$ cat src/rtl/skipring_mc.sv
// skipring_mc: multi-channel pulse-skipping ring producing CH fractional-rate clock enables
//   iCLK     sole clock, rising edge
//   RST      synchronous active-high reset
//   E        advance enable (effective advance = E & RUN & ~LD)
//   LD       load pulse: selector <= rSEL, position <= 0, restart ring
//   rSEL     selector pattern loaded by LD
//   MODE     0 = free-running, 1 = one-shot (stop after a wrap)
//   MASK_WR  strobe writing MASK into the shadow mask register
//   MASK     channel c mask = MASK[c*LEN +: LEN]
//   oEN      registered per-channel enable pulses
//   oB0      selector bit 0
//   oWRAP    registered one-cycle pulse at each revolution end
//   oPEND    shadow mask waiting for a wrap
//   oRUN     ring is running
module skipring_mc #(
   parameter int LEN = 16,
   parameter int CH = 2,
   parameter logic [LEN-1:0] defSEL = {{(LEN-1){1'b0}}, 1'b1},
   parameter logic [CH*LEN-1:0] defMASK = '0
) (
   input  logic              iCLK,
   input  logic              RST,
   input  logic              E,
   input  logic              LD,
   input  logic [LEN-1:0]    rSEL,
   input  logic              MODE,
   input  logic              MASK_WR,
   input  logic [CH*LEN-1:0] MASK,
   output logic [CH-1:0]     oEN,
   output logic              oB0,
   output logic              oWRAP,
   output logic              oPEND,
   output logic              oRUN
);
   localparam int PW = $clog2(LEN);
   logic [LEN-1:0]    sel_q, sel_d;
   logic [PW-1:0]     pos_q, pos_d;
   logic [CH*LEN-1:0] act_q, act_d, shd_q, shd_d;
   logic              pend_q, pend_d, run_q, run_d, wrap_q;
   logic [CH-1:0]     en_q, en_d;
   logic              adv, last, wrap, tcond;
   always_comb begin
      adv   = E & run_q & ~LD;
      last  = pos_q == PW'(LEN - 1);
      wrap  = adv & last;
      // a stopped ring has no wrap to wait for, so staged masks apply at once
      tcond = wrap | ~run_q;
      en_d  = '0;
      for (int c = 0; c < CH; c++) en_d[c] = adv & |(sel_q & act_q[c*LEN +: LEN]);
      sel_d  = LD ? rSEL : adv ? {sel_q[LEN-2:0], sel_q[LEN-1]} : sel_q;
      pos_d  = LD ? '0 : adv ? (last ? '0 : pos_q + PW'(1)) : pos_q;
      run_d  = LD | (run_q & ~(wrap & MODE));
      shd_d  = (MASK_WR & ~tcond) ? MASK : shd_q;
      // a write landing on the transfer edge bypasses the shadow: newest value wins
      act_d  = (MASK_WR & tcond) ? MASK : (pend_q & tcond) ? shd_q : act_q;
      pend_d = MASK_WR ? ~tcond : pend_q & ~tcond;
   end
   always_ff @(posedge iCLK) begin
      if (RST) begin
         sel_q  <= defSEL;
         pos_q  <= '0;
         act_q  <= defMASK;
         shd_q  <= '0;
         pend_q <= 1'b0;
         run_q  <= 1'b1;
         en_q   <= '0;
         wrap_q <= 1'b0;
      end else begin
         sel_q  <= sel_d;
         pos_q  <= pos_d;
         act_q  <= act_d;
         shd_q  <= shd_d;
         pend_q <= pend_d;
         run_q  <= run_d;
         en_q   <= en_d;
         wrap_q <= wrap;
      end
   end
   assign oEN   = en_q;
   assign oB0   = sel_q[0];
   assign oWRAP = wrap_q;
   assign oPEND = pend_q;
   assign oRUN  = run_q;
endmodule

$ cat config.mk
export PLATFORM = sky130hd
export DESIGN_NAME = skipring_mc
export DESIGN_NICKNAME = d
export VERILOG_FILES = /design/src/rtl/skipring_mc.sv
export SDC_FILE = /design/constraint.sdc
export NUM_CORES = 1
export LEC_CHECK = 0
export CAP_MARGIN = 10
export CORE_ASPECT_RATIO = 0.7
export CORE_MARGIN = 2
export CORE_UTILIZATION = 49
export CTS_CLUSTER_DIAMETER = 100
export DETAILED_ROUTE_END_ITERATION = 8
export PLACE_DENSITY = 0.88
export SLEW_MARGIN = 20
export SYNTH_ARGS = -nofsm -noshare
export SYNTH_HDL_FRONTEND = slang
export SYNTH_SLANG_ARGS = --single-unit
$ cat constraint.sdc
create_clock -name iCLK -period 1.4 [get_ports iCLK]
set_input_delay 0.21 -clock iCLK [delete_from_list [all_inputs] [get_ports iCLK]]
set_output_delay 0.21 -clock iCLK [all_outputs]
set_load 0.02 [all_outputs]
Word-level counts from Yosys, hierarchy flattened
Index checks and enable logic that the tools add are counted.

Register bits: 89. Output and inout port bits: 6. Input bits: 54.

Reductions and logical operators: 5. Equal/unequal tests: 1. Bitwise gates (word level): 19. Mux-type cells: 6. $add $sub $neg: 1.

Operator list (number): 32-bit 2-to-1 mux (2); 16-bit AND (2); 16-bit 2-to-1 mux (2); 16-bit OR reduction (2); 1-bit AND (11); 4-bit by 1-bit adder with 4-bit output (second input constant) (1); 4-bit == test (second input constant) (1); 4-bit 2-to-1 mux (1); 1-bit inverter (4); 2-bit nonzero test (2); 1-bit OR (2); 2-bit OR reduction (1); 1-bit 2-to-1 mux (1).

Logic depth before layout (Yosys ltp)
Gate-level depths: netlist of run 1.

Depth in word-level cells: 7. Depth in mapped cells: 6. Depth with buffers taken out: 5.

Worst setup path after synthesis of run 1
No wires, ideal clock.

Path kind: register to register. From: register run_q, in the netlist oRUN. To: register sel_q[10]. Setup time: 0.128 ns. Arrival: 1.310 ns. Data required time: 1.272 ns. Cell stages (with the launch flop): 7. Slack: -0.038 ns. Cells stage by stage: dfxtp_1 -> buf_2 -> nand2_2 -> buf_6 -> mux2_2 -> mux2i_1 -> nor2_1.

Longest elaborated chain between the ends: 3.

RTL lines: start: declaration (RTL line 39) `logic pend_q, pend_d, run_q, run_d, wrap_q;`; start signal: assignment (RTL line 74) `run_q <= run_d;`; 1-bit AND (2 in a row) (RTL line 43) `adv = E & run_q & ~LD;`; 2-bit nonzero test (no line); end signal: assignment (RTL line 60) `sel_q <= defSEL;`; end signal: assignment (RTL line 69) `sel_q <= sel_d;`; end: declaration (RTL line 36) `logic [LEN-1:0] sel_q, sel_d;`.

No other way between the ends. A chain may end at the register's enable or synchronous reset.

Worst setup path in the final report of run 1
From: register pos_q[0]. To: register shd_q[20].

Longest elaborated chain between the ends: 5.

RTL lines: start: declaration (RTL line 37) `logic [PW-1:0] pos_q, pos_d;`; start signal: assignment (RTL line 70) `pos_q <= pos_d;`; 4-bit == test (RTL line 44) `last = pos_q == PW'(LEN - 1);`; 1-bit AND (RTL line 45) `wrap = adv & last;`; 1-bit OR (RTL line 47) `tcond = wrap | ~run_q;`; 1-bit inverter (RTL line 53) `shd_d = (MASK_WR & ~tcond) ? MASK : shd_q;`; 1-bit AND (RTL line 53); end signal: assignment (RTL line 63) `shd_q <= '0;`; end signal: assignment (RTL line 72) `shd_q <= shd_d;`; end: declaration (RTL line 38) `logic [CH*LEN-1:0] act_q, act_d, shd_q, shd_d;`.

No other way between the ends.

==> impl_metrics.env, run 1 <==
export IMPL_outcome="complete, but fails checks"
export IMPL_failed_checks="negative setup slack"
export IMPL_first_iter_violations=340
export IMPL_min_from="RST"
export IMPL_startpoint_type="flip-flop"
export IMPL_peakVddDrop_mv=0.746
export IMPL_hold_end="shd_q[6]"
export IMPL_final_common_cell="dfxtp_1"
export IMPL_via_per_inst=5.95
export IMPL_num_vias=3695
export IMPL_rsz0062_at_grt="yes"
export IMPL_fp_dieW_um=112
export IMPL_htreeDepth=3
export IMPL_syn_nets=505
export IMPL_rr_worst_depth=7
export IMPL_diodes=0
export IMPL_synthTopCellsByArea="dfxtp_1, a221oi_1, o22a_1, nand2_1, nor2_1"
export IMPL_placedCellCount=598
export IMPL_dp_hpwl_mm=7.00
export IMPL_cp_data_arrival_time_ns=1.71
export IMPL_p_leak_nw=2.36
export IMPL_clk_latency_ns=0.34
export IMPL_p_per_area_nw_per_um2=1130
export IMPL_netlist_area_um2=3970
export IMPL_max_freq_ghz=0.689
export IMPL_grt_pass1_vias=3494
export IMPL_n_fill_cell=590
export IMPL_p_total_mw=6.04
export IMPL_num_io_pins=60
export IMPL_start_util=0.504
export IMPL_layout_cells_non_filler=621
export IMPL_setup_viol=16
export IMPL_clockBufferDepth=2
export IMPL_layout_setup_ws_ns=-0.0505
export IMPL_totalWireLength_mm=11.0
export IMPL_final_cell_mix="dfxtp_1, nand2_1, nor2_1, clkdlybuf4s50_1, a221oi_1"
export IMPL_rows=27
export IMPL_grt_ovfl_total=0
export IMPL_postSynthAreaPerCell_um2=8.82
export IMPL_hold_path_class="in2reg"
export IMPL_wl_per_cell_um=17.7
export IMPL_grt_max_degree=42
export IMPL_ant_nets=0
export IMPL_antenna_found_initial=0
export IMPL_cts_buffers=9
export IMPL_finalNetCount=570
export IMPL_cts_tree="done"
export IMPL_grt_pass1_wl_mm=17.4
export IMPL_design_die_area_um2=8840
export IMPL_r2r_slack_ns=-0.05
export IMPL_tightestPinTransition_ns=0.485
export IMPL_synth_top_cell_by_area="dfxtp_1"
export IMPL_timing_final_crit_share=1.04
export IMPL_yosysSeqAreaShare=0.449
export IMPL_relSlewSlack=0.677
export IMPL_period_needed_ns=1.45
export IMPL_yosys_warnings=0
export IMPL_cp_required_ns=1.66
export IMPL_clk_pin_slew_ns=0.06
export IMPL_utilization=0.678
export IMPL_synth_cell_types=33
export IMPL_worstSetupPathType="reg2reg"
export IMPL_globalplace_congestion=0.887
export IMPL_track_usage=0.248
export IMPL_holdPathStages=2
export IMPL_setup_worst_path_end_class="flip-flop"
export IMPL_port_buffers=59
export IMPL_final_cell_area_um2=5330
export IMPL_syn2layout_area_growth_pct=34.4
export IMPL_hold_viol_final=0
export IMPL_drc_errors=0
export IMPL_die_y_um=79.3
export IMPL_r2r_end="shd_q[20]"
export IMPL_core_area_um2=7870
export IMPL_synth_seq_cells=89
export IMPL_dr_pass1_iters=5
export IMPL_yosys_area_top_type_share=0.449
export IMPL_final_max_slew_viol_count=0
export IMPL_dpl_cell_area_um2=4780
export IMPL_reg2reg_from="pos_q[0]"
export IMPL_max_cap_violations=0
export IMPL_netlist_instances=450
export IMPL_clock_sinks=89
export IMPL_root_buffer="clkbuf_16"
export IMPL_place_ws_ns=-0.308
export IMPL_skew_ns=0.00769
export IMPL_layout_drive_gt1_share=0.196
export IMPL_crit_fanout=8
critical path: stages, from the launching register on:
cell      delay [ns]
dfxtp_2         0.35
ha_4            0.15
nand3_4         0.10
o211ai_4        0.26
buf_12          0.16
buf_16          0.14
nand2_1         0.07
a21oi_1         0.14
power breakdown:
part	internal, mW	leakage (nW)	switching (mW)	total [mW]
Sequential	2.62	0.727	0.0800	2.70
Combinational	0.403	1.47	0.379	0.782
Clock	1.58	0.158	0.975	2.56
Total	4.60	2.36	1.43	6.04
cell usage after synthesis:
| master | count |
|---|---|
| clkbuf_1 | 16 |
| nand2b_1 | 1 |
| nor2_1 | 51 |
| nor2_2 | 1 |
| nand3_1 | 3 |
| and4_1 | 2 |
| dfxtp_1 | 89 |
| nand2_1 | 67 |
| a21oi_1 | 35 |
| o211a_1 | 1 |
| a21boi_0 | 1 |
| nand3_2 | 1 |
| ha_1 | 1 |
| xor2_1 | 1 |
| inv_1 | 33 |
| a22o_1 | 8 |
| o21ai_2 | 1 |
| buf_4 | 7 |
| nor3_1 | 4 |
| a221oi_1 | 40 |
| buf_2 | 13 |
| mux2_1 | 1 |
| mux2i_1 | 16 |
| o211ai_2 | 1 |
| mux2_2 | 15 |
| a21o_1 | 1 |
| o22a_1 | 32 |
| o21a_4 | 1 |
| o21a_1 | 1 |
| or2_2 | 1 |
| nand2_2 | 1 |
| buf_6 | 3 |
| nand2b_4 | 1 |
stage by stage:
stage               TNS [ns]  hold WS (ns)
CTS                   -0.670         0.268
detailed placement    -22.01         0.447
global route           -2.29         0.287
finish                -0.295         0.266
floorplan                  0         0.342
global placement      -18.29         0.438
sequential cells by signal (all words and copies together) (netlist names):
name	flops
oRUN	1
oPEND	1
sel_q	16
act_q	32
pos_q	4
oWRAP	1
shd_q	32
oEN	2
kinds of logic (layout without fill, tap and decap cells):
| logic type | Yosys count | in the layout | synth area share |
|---|---|---|---|
| AO/OA/AOI/OAI | 122 | 122 | 0.238 |
| XOR/XNOR | 1 | 1 | 0.00221 |
| adder cells (fa/ha/maj) | 1 | 1 | 0.00315 |
| buffers and inverters | 72 | 142 | 0.0845 |
| flip-flops | 89 | 89 | 0.449 |
| multiplexers | 32 | 32 | 0.0858 |
| AND/OR/NAND/NOR | 133 | 133 | 0.137 |
final cells by class:
type	count	area (um^2)	area share
multi-input combinational	289	1970	0.369
tap	101	126	0.0237
clock inverter	3	46.3	0.00868
clock buffer	13	280	0.0525
inverter	33	124	0.0232
sequential	89	1790	0.335
timing repair buffer	93	1000	0.188
how the worst max path moves through the flow:
stage | startpoint | endpoint | slack, ns | cells past startpoint
6_report | pos_q[0] | shd_q[20] | -0.05 | 7
5_1_grt | pos_q[0] | shd_q[20] | -0.14 | 7
4_1_cts | pos_q[1] | shd_q[14] | -0.04 | 6
3_5_place_dp | E | sel_q[1] | -0.31 | 5
3_3_place_gp | E | pos_q[3] | -0.28 | 6
2_1_floorplan | pos_q[0] | act_q[10] | 0.03 | 6
per-layer routing:
layer,GRT usage,share of wire,vias up
met1,0.315,0.42,1791
met5,0,0,-
met3,0.0634,0.064,26
li1,-,-,1725
met4,0.0901,0.021,0
met2,0.413,0.49,153
repair_timing:
action                                  CTS  global route
hold buffers                              0             0
gates resized for setup                  18            24
buffers inserted                          3             2
endpoints found under the setup margin   70            37
cloned                                    2             1
pin swaps                                 4            25
No activity file was read; power rests on OpenSTA's default activity.
==> inputs of run 2 (changes only) <==
==> constraint.sdc (replaced) <==
create_clock -name iCLK -period 1.4 [get_ports iCLK]
set_input_delay 0.21 -clock iCLK [delete_from_list [all_inputs] [get_ports iCLK]]
set_output_delay 0.21 -clock iCLK [all_outputs]
set_load 0.1 [all_outputs]
==> impl_metrics.env, run 2 (same netlist as run 1, synthesis figures left out) <==
export IMPL_num_vias=3663
export IMPL_timing_final_crit_share=1.02
export IMPL_max_freq_ghz=0.703
export IMPL_grt_ovfl_total=0
export IMPL_fp_dieW_um=112
export IMPL_crit_fanout=8
export IMPL_n_fill_cell=565
export IMPL_diodes=0
export IMPL_core_area_um2=7870
export IMPL_clk_pin_slew_ns=0.06
export IMPL_globalplace_congestion=0.870
export IMPL_hold_viol_final=0
export IMPL_cp_data_arrival_time_ns=1.69
export IMPL_setup_worst_path_end_class="flip-flop"
export IMPL_relSlewSlack=0.643
export IMPL_cts_tree="done"
export IMPL_top_usage_layer="met2"
export IMPL_grt_pass1_vias=3517
export IMPL_grt_met2_usage=0.441
export IMPL_port_buffers=59
export IMPL_hold_path_class="in2reg"
export IMPL_cts_buffers=9
export IMPL_p_leak_nw=2.42
export IMPL_clock_sinks=89
export IMPL_root_buffer="clkbuf_16"
export IMPL_use_met1=0.290
export IMPL_met3_usage=0.0649
export IMPL_track_usage=0.246
export IMPL_grt_pass1_wl_mm=17.2
export IMPL_first_iter_violations=314
export IMPL_final_max_slew_viol_count=0
export IMPL_failed_checks="negative setup slack"
export IMPL_final_common_cell="dfxtp_1"
export IMPL_clockBufferDepth=2
export IMPL_via_per_inst=5.91
export IMPL_cp_required_ns=1.67
export IMPL_ant_nets=0
export IMPL_startpoint_type="flip-flop"
export IMPL_top_regs="act_q: 32 flops, shd_q: 32 flops, sel_q: 16 flops"
export IMPL_outcome="complete, but fails checks"
export IMPL_finalNetCount=569
export IMPL_tightestPinTransition_ns=0.535
export IMPL_start_util=0.504
export IMPL_layout_drive_gt1_share=0.243
export IMPL_final_cell_mix="dfxtp_1, nor2_1, clkdlybuf4s50_1, nand2_1, a221oi_1"
export IMPL_max_cap_violations=0
export IMPL_num_io_pins=60
export IMPL_worstSetupPathType="reg2reg"
export IMPL_htreeDepth=3
export IMPL_period_needed_ns=1.42
export IMPL_dp_hpwl_mm=7.02
export IMPL_syn2layout_area_growth_pct=37.1
export IMPL_dr_pass1_iters=7
export IMPL_totalWireLength_mm=11.3
export IMPL_utilization=0.691
export IMPL_grt_max_degree=56
export IMPL_layout_setup_ws_ns=-0.0228
export IMPL_design_die_area_um2=8840
export IMPL_skew_ns=0.00697
export IMPL_peakVddDrop_mv=0.713
export IMPL_wl_per_cell_um=18.2
export IMPL_drc_errors=0
export IMPL_die_y_um=79.3
export IMPL_ctsHoldBuffers=0
export IMPL_setup_viol=17
export IMPL_antenna_found_initial=0
export IMPL_rows=27
export IMPL_p_total_mw=5.94
export IMPL_p_per_area_nw_per_um2=1090
export IMPL_clk_latency_ns=0.34
export IMPL_rsz0062_at_grt="yes"
==> run 2: changes by cell type in the layout (fill, tap and decap cells not counted), sizes merged <==
cell / before / now
nand2: 68 / 69
dlygate4sd2: 7 / 0
dlymetal6s2s: 0 / 1
buf: 35 / 39
==> run 2: layout make-up <==
class	instances	area, um^2	area share
multi-input combinational	290	2080	0.382
sequential	89	1790	0.330
timing repair buffer	91	1020	0.188
clock buffer	13	250	0.0460
tap	101	126	0.0232
inverter	33	124	0.0228
clock inverter	3	42.5	0.00782
==> run 2: repair_timing <==
action	4_1_cts	5_1_grt
gates resized for setup	26	44
buffers inserted	4	5
setup endpoints to repair	60	73
pin swaps	21	28
cloned	2	2
==> run 2: worst paths after layout <==
check | start | endpoint | slack (ns) | cells after the start
worst max register to register | pos_q[0] | shd_q[20] | -0.02 | 7
worst min-delay path | RST | shd_q[4] | 0.27 | 2
worst max-delay path | pos_q[0] | shd_q[20] | -0.02 | 7
worst min register to register | shd_q[19] | shd_q[19] | 0.45 | 2
==> run 2: metal layers <==
layer,up-vias,wire length (um)
li1,1719,-
met4,0,239
met1,1762,4660
met2,155,5680
met5,-,0
met3,27,725
==> run 2: critical path: stages, from the launching register on <==
cell and delay (ns):
dfxtp_2 0.36, ha_4 0.15, nand3_4 0.11, o211ai_4 0.22, buf_12 0.15, buf_12 0.16
nand2_2 0.07, a21oi_2 0.11
==> run 2: power by group <==
part	total [mW]	switching (mW)	leakage [nW]	internal [mW]
clock	2.39	0.959	0.140	1.43
sequential	2.72	0.100	0.728	2.62
combinational	0.828	0.415	1.55	0.413
==> run 2: through the flow <==
stage          instance area, um^2  instances  hold WS (ns)  worst slack (ns)  setup TNS (ns)
3_3_place_gp                  4800        594         0.442            -0.286          -18.72
4_1_cts                       5280        616         0.261           -0.0647           -1.03
2_1_floorplan                 3990        450         0.342           -0.0697           -1.91
3_5_place_dp                  4800        594         0.446            -0.322          -19.72
5_1_grt                       5440        620         0.289           -0.0677           -1.97
6_report                      5440        620         0.269           -0.0228          -0.192
